**config.mk**
```make
export PLATFORM = sky130hd
export DESIGN_NAME = bp_table_port_sched
export DESIGN_NICKNAME = d
export VERILOG_FILES = /design/src/rtl/bp_table_port_sched.sv
export SDC_FILE = /design/constraint.sdc
export NUM_CORES = 1
export LEC_CHECK = 0
export CAP_MARGIN = 20
export CELL_PAD_IN_SITES_DETAIL_PLACEMENT = 0
export CELL_PAD_IN_SITES_GLOBAL_PLACEMENT = 1
export CORE_ASPECT_RATIO = 0.8
export CORE_UTILIZATION = 50
export DETAILED_ROUTE_END_ITERATION = 10
export PLACE_DENSITY = 0.94
export SYNTH_ARGS = -nofsm -noshare
export SYNTH_HDL_FRONTEND = slang
export SYNTH_SLANG_ARGS = --single-unit
```
**constraint.sdc**
```tcl
create_clock -name clk -period 7.4 [get_ports clk]
set_input_delay 1.11 -clock clk [delete_from_list [all_inputs] [get_ports clk]]
set_output_delay 1.11 -clock clk [all_outputs]
set_load 0.005 [all_outputs]
```
**src/rtl/bp_table_port_sched.sv**
```systemverilog
// Arbitrates one single-port predictor table between fetch lookups and queued retire updates,
// forwarding pending update data to lookups and sweeping INIT_VAL after reset or ClearReq.
module bp_table_port_sched #(
  parameter int IDX_W    = 10,
  parameter int DATA_W   = 2,
  parameter int INIT_VAL = 1,
  parameter int FIFO_D   = 4,
  parameter int MAX_WAIT = 8
) (
  input  logic              clk,
  input  logic              reset,
  input  logic              ClearReq,
  input  logic              LookupValidF,
  input  logic [IDX_W-1:0]  LookupIdxF,
  output logic              LookupGrantF,
  output logic [DATA_W-1:0] LookupDataF,
  output logic              LookupDataValidF,
  input  logic              UpdValidM,
  input  logic [IDX_W-1:0]  UpdIdxM,
  input  logic [DATA_W-1:0] UpdDataM,
  output logic              UpdReadyM,
  output logic              Busy,
  output logic              TblEn,
  output logic              TblWe,
  output logic [IDX_W-1:0]  TblIdx,
  output logic [DATA_W-1:0] TblWData,
  input  logic [DATA_W-1:0] TblRData
);

  localparam int PTR_W  = $clog2(FIFO_D);
  localparam int CNT_W  = PTR_W + 1;
  localparam int WAIT_W = $clog2(MAX_WAIT + 1);

  typedef enum logic {SWEEP, RUN} state_t;

  state_t             state;
  logic [IDX_W-1:0]   sweepPtr;
  logic [IDX_W-1:0]   fifoIdx  [FIFO_D];
  logic [DATA_W-1:0]  fifoData [FIFO_D];
  logic [PTR_W-1:0]   rdPtr, wrPtr, slot;
  logic [CNT_W-1:0]   count;
  logic [WAIT_W-1:0]  waitCnt;
  logic               full, empty, active, doWrite, doRead, push;
  logic               fwdHit, fwdHitQ, dataValidQ;
  logic [DATA_W-1:0]  fwdData, fwdDataQ;

  always_comb begin
    full    = (count == CNT_W'(FIFO_D));
    empty   = (count == '0);
    // The ClearReq cycle issues no table op so nothing stale can land before the sweep
    active  = ~reset & ~ClearReq;
    doWrite = active & (state == RUN) & ~empty &
              (full | (waitCnt == WAIT_W'(MAX_WAIT)) | ~LookupValidF);
    doRead  = active & (state == RUN) & ~doWrite & LookupValidF;
    push    = active & UpdValidM & ~full;
  end

  always_comb begin
    TblEn    = 1'b0;
    TblWe    = 1'b0;
    TblIdx   = '0;
    TblWData = '0;
    if (active && state == SWEEP) begin
      TblEn    = 1'b1;
      TblWe    = 1'b1;
      TblIdx   = sweepPtr;
      TblWData = DATA_W'(INIT_VAL);
    end else if (doWrite) begin
      TblEn    = 1'b1;
      TblWe    = 1'b1;
      TblIdx   = fifoIdx[rdPtr];
      TblWData = fifoData[rdPtr];
    end else if (doRead) begin
      TblEn    = 1'b1;
      TblIdx   = LookupIdxF;
    end
  end

  // Scan oldest to youngest so the last match left standing is the youngest
  always_comb begin
    fwdHit  = 1'b0;
    fwdData = '0;
    slot    = '0;
    for (int unsigned k = 0; k < FIFO_D; k++) begin
      slot = rdPtr + PTR_W'(k);
      if ((CNT_W'(k) < count) && (fifoIdx[slot] == LookupIdxF)) begin
        fwdHit  = 1'b1;
        fwdData = fifoData[slot];
      end
    end
  end

  always_ff @(posedge clk) begin
    if (push) begin
      fifoIdx[wrPtr]  <= UpdIdxM;
      fifoData[wrPtr] <= UpdDataM;
    end
  end

  always_ff @(posedge clk) begin
    if (reset) begin
      state      <= SWEEP;
      sweepPtr   <= '0;
      rdPtr      <= '0;
      wrPtr      <= '0;
      count      <= '0;
      waitCnt    <= '0;
      dataValidQ <= 1'b0;
      fwdHitQ    <= 1'b0;
      fwdDataQ   <= '0;
    end else begin
      dataValidQ <= doRead;
      if (doRead) begin
        fwdHitQ  <= fwdHit;
        fwdDataQ <= fwdData;
      end
      if (ClearReq) begin
        state    <= SWEEP;
        sweepPtr <= '0;
        rdPtr    <= '0;
        wrPtr    <= '0;
        count    <= '0;
        waitCnt  <= '0;
      end else begin
        case (state)
          SWEEP: begin
            sweepPtr <= sweepPtr + 1'b1;
            if (sweepPtr == '1) state <= RUN;
          end
          RUN:     ;
          default: state <= SWEEP;
        endcase
        if (push)    wrPtr <= wrPtr + 1'b1;
        if (doWrite) rdPtr <= rdPtr + 1'b1;
        count <= count + CNT_W'(push) - CNT_W'(doWrite);
        if (doWrite || empty)
          waitCnt <= '0;
        else if (waitCnt != WAIT_W'(MAX_WAIT))
          waitCnt <= waitCnt + 1'b1;
      end
    end
  end

  assign LookupGrantF     = doRead;
  assign LookupDataValidF = dataValidQ;
  assign LookupDataF      = dataValidQ ? (fwdHitQ ? fwdDataQ : TblRData) : '0;
  assign UpdReadyM        = ~full;
  assign Busy             = (state == SWEEP);

endmodule
```
==> impl_metrics.env <==
export IMPL_status="finished with violations"
export IMPL_violations="design-rule violations"
export IMPL_port_buffers=48
export IMPL_synth_edff_count=48
export IMPL_grt_pass1_vias=3531
export IMPL_r2r_cells=11
export IMPL_r2r_slack_ns=4.20
export IMPL_io_pins=49
export IMPL_setup_tns_ns=0
export IMPL_detail_route_wirelength_mm=11.8
export IMPL_pwr_density_cell_nw_per_um2=175
export IMPL_grt_start_max_net_pins=47
export IMPL_rsz0062_at_grt="false"
export IMPL_p_leak_nw=1.91
export IMPL_hold_class="flip-flop to flip-flop"
export IMPL_multiInputGateArea_sq_um=2620
export IMPL_avgViaCountPerCell=6.20
export IMPL_drtIter0Drc=290
export IMPL_drv_cap=0
export IMPL_switching_share_pct=20.7
export IMPL_p_sw_w=0.000206
export IMPL_diodes=0
export IMPL_finalClockSkew_ns=0.00646
export IMPL_ctsResizeCount=0
export IMPL_maxClockFrequency_mhz=192
export IMPL_antenna_found_initial=0
export IMPL_clock_latency_ns=0.34
export IMPL_post_place_ws_ns=1.95
export IMPL_synth_distinct_cells=54
export IMPL_cp_end_kind="output pin"
export IMPL_crit_path_end="TblIdx[3]"
export IMPL_tightest_slew_ns=0.936
export IMPL_synth_area_sq_um=4850
export IMPL_hold_viol_final=0
export IMPL_core_area_sq_um=9230
export IMPL_die_area_sq_um=10100
export IMPL_fin_nets=488
export IMPL_avgSynthCellArea_sq_um=11.7
export IMPL_hpwlAfterDp_mm=8.51
export IMPL_dr_pass1_iters=8
export IMPL_syn2layout_area_growth_pct=17.5
export IMPL_clkPwrFrac_pct=47.4
export IMPL_critPathLaunch="reset"
export IMPL_gp_congestion=0.812
export IMPL_pwr_share_comb_pct=6.6
export IMPL_final_antenna_net_count=0
export IMPL_cts_setup_buffers=0
export IMPL_die_x_um=112
export IMPL_synth_nets=454
export IMPL_root_buffer="clkbuf_16"
export IMPL_post_route_drc_count=1
export IMPL_yosys_warnings=0
export IMPL_path_class="primary input to output pin"
export IMPL_syn_inst=413
export IMPL_final_cell_mix="edfxtp_1 (48), clkdlybuf4s50_1 (48), mux2i_1 (40)"
export IMPL_critPathLaunchType="primary input"
export IMPL_die_y_um=90.1
export IMPL_slew_viol_final=0
export IMPL_clkTransAtPathRegs_ns=0.06
export IMPL_cts_tree="built"
export IMPL_track_usage_pct=24.9
export IMPL_layout_drive_gt1_share_pct=11.5
export IMPL_slew_limit_headroom_pct=37.5
export IMPL_seq_power_share_pct=46.0
export IMPL_final_seq_area_sq_um=2000
export IMPL_cts_htree_levels=3
export IMPL_cts_buffers=9
export IMPL_setup_ws_ns=2.19
export IMPL_vias=3517
export IMPL_rows=31
export IMPL_grt_pass1_wl_mm=18.9
export IMPL_ys_flop_type="edfxtp_1"
export IMPL_clock_sinks=76
export IMPL_fillCellCount=739
export IMPL_synth_seq_cells=76
export IMPL_wl_per_cell_um=20.8
export IMPL_synthArstFlopShare_pct=0
export IMPL_worst_r2r_endpoint="fwdDataQ[1]"
export IMPL_required_ns=6.29
export IMPL_cts_hold_fix_buffers=0
export IMPL_crit_path_max_fanout=16
export IMPL_fin_crit_sh_pct=70.5
export IMPL_setup_violations=0
export IMPL_clock_path_buffers=2
export IMPL_grt_overflow=0
export IMPL_initial_utilization_pct=52.5
export IMPL_ys_seq_area_share_pct=41.3
export IMPL_r2r_start="waitCnt[0]"
export IMPL_cp_arrival_ns=4.10
export IMPL_fin_crit_ns=5.21
export IMPL_irDropWorstVdd_mv=0.141
export IMPL_p_int_w=0.000790
-- state kept, by name, indices dropped and copies added, names as in the netlist, named ones only --
register          cells
fifoIdx              40
sweepPtr             10
fifoData              8
waitCnt               4
count                 3
fwdDataQ              2
rdPtr                 2
wrPtr                 2
LookupDataValidF      1
fwdHitQ               1
state                 1
-- kinds of logic (layout without fill, tap and decap cells) --
| kind of cell | Yosys count | in the layout | synth area share [%] |
|---|---|---|---|
| buf+inv | 54 | 93 | 4.75 |
| flops | 76 | 76 | 41.3 |
| mux | 72 | 72 | 22.9 |
| simple gates | 103 | 103 | 11.2 |
| xor+xnor | 61 | 61 | 11.0 |
| fa+ha+maj | 12 | 12 | 3.25 |
| compound gates | 35 | 35 | 5.57 |
-- worst min path at each step --
stage                     startpoint  cells past startpoint  slack [ns]        to
after floorplan             wrPtr[1]                      2        0.47  wrPtr[1]
after global placement      wrPtr[1]                      2        0.49  wrPtr[1]
after detailed placement    wrPtr[1]                      2        0.50  wrPtr[1]
after CTS                   wrPtr[1]                      2        0.51  wrPtr[1]
after global routing        wrPtr[1]                      2        0.54  wrPtr[1]
final                       wrPtr[1]                      2        0.51  wrPtr[1]
-- power by group through the flow --
stage | logic (W) | registers [W] | clock network, W
3_3_place_gp | 0.0000635 | 0.000466 | 0
6_report | 0.0000659 | 0.000458 | 0.000472
5_1_grt | 0.0000707 | 0.000458 | 0.000494
2_1_floorplan | 0.0000349 | 0.000466 | 0
4_1_cts | 0.0000654 | 0.000458 | 0.000478
3_5_place_dp | 0.0000646 | 0.000467 | 0
-- critical path, stage by stage --
cell	delay, ns
clkdlybuf4s50_1	0.54
nor2_1	0.12
nand4_1	0.21
clkinv_1	0.46
nor2_1	0.70
buf_6	0.23
a221oi_1	0.09
nor2_1	0.13
clkdlybuf4s50_1	0.51
-- synth_stat cells, types with 2 or more instances --
| cell type | n | share of area, % |
|---|---|---|
| edfxtp_1 | 48 | 30 |
| mux2i_1 | 40 | 8.3 |
| xnor2_1 | 37 | 6.7 |
| nor2_1 | 36 | 2.8 |
| dfxtp_1 | 28 | 12 |
| mux4_2 | 27 | 13 |
| xor2_1 | 24 | 4.3 |
| inv_1 | 23 | 1.8 |
| nand3_1 | 13 | 1.3 |
| clkbuf_1 | 12 | 0.93 |
| nand2_1 | 12 | 0.93 |
| ha_1 | 11 | 2.8 |
| buf_2 | 10 | 1.0 |
| a222oi_1 | 8 | 1.7 |
| nand4_1 | 8 | 1.0 |
| and2_1 | 6 | 0.77 |
| a21oi_1 | 5 | 0.52 |
| nor3_1 | 5 | 0.52 |
| a211oi_1 | 4 | 0.62 |
| buf_1 | 4 | 0.31 |
| nor2b_1 | 4 | 0.52 |
| a21o_1 | 3 | 0.46 |
| and3_1 | 3 | 0.39 |
| mux4_1 | 3 | 1.6 |
| nor4b_1 | 3 | 0.54 |
| o21ai_0 | 3 | 0.31 |
| buf_4 | 2 | 0.31 |
| clkinv_1 | 2 | 0.15 |
| nand2b_1 | 2 | 0.26 |
| nand3b_1 | 2 | 0.31 |
| o21ai_1 | 2 | 0.21 |
-- stage by stage --
| stage | power (W) | hold WS, ns | util, % | cell area (sq um) | std cells |
|---|---|---|---|---|---|
| finish | 0.000996 | 0.506 | 61.7 | 5700 | 567 |
| global route | 0.00102 | 0.538 | 61.7 | 5700 | 567 |
| CTS | 0.00100 | 0.509 | 61.6 | 5680 | 566 |
| detailed placement | 0.000531 | 0.501 | 58.1 | 5360 | 550 |
| global placement | 0.000530 | 0.487 | 58.1 | 5360 | 550 |
| floorplan | 0.000500 | 0.469 | - | 4850 | 413 |
-- metal layers --
layer	vias to the layer above	GRT usage, %	wire length (um)	share of wire, %
li1	1600	-	-	-
met1	1769	34.0	5180	44
met2	139	40.2	5660	48
met3	9	5.46	802	6.8
met4	0	6.78	131	1.1
met5	-	0	0	0
-- final cells by class --
type / count / area share (%)
repair buffers: 52 / 9.03
multi-input cells: 283 / 45.9
flip-flops and latches: 76 / 35.2
inverters: 25 / 1.65
clock inverters: 6 / 1.49
well taps: 115 / 2.53
clock buffers: 10 / 4.20
Power figures use the tool's default switching activity.
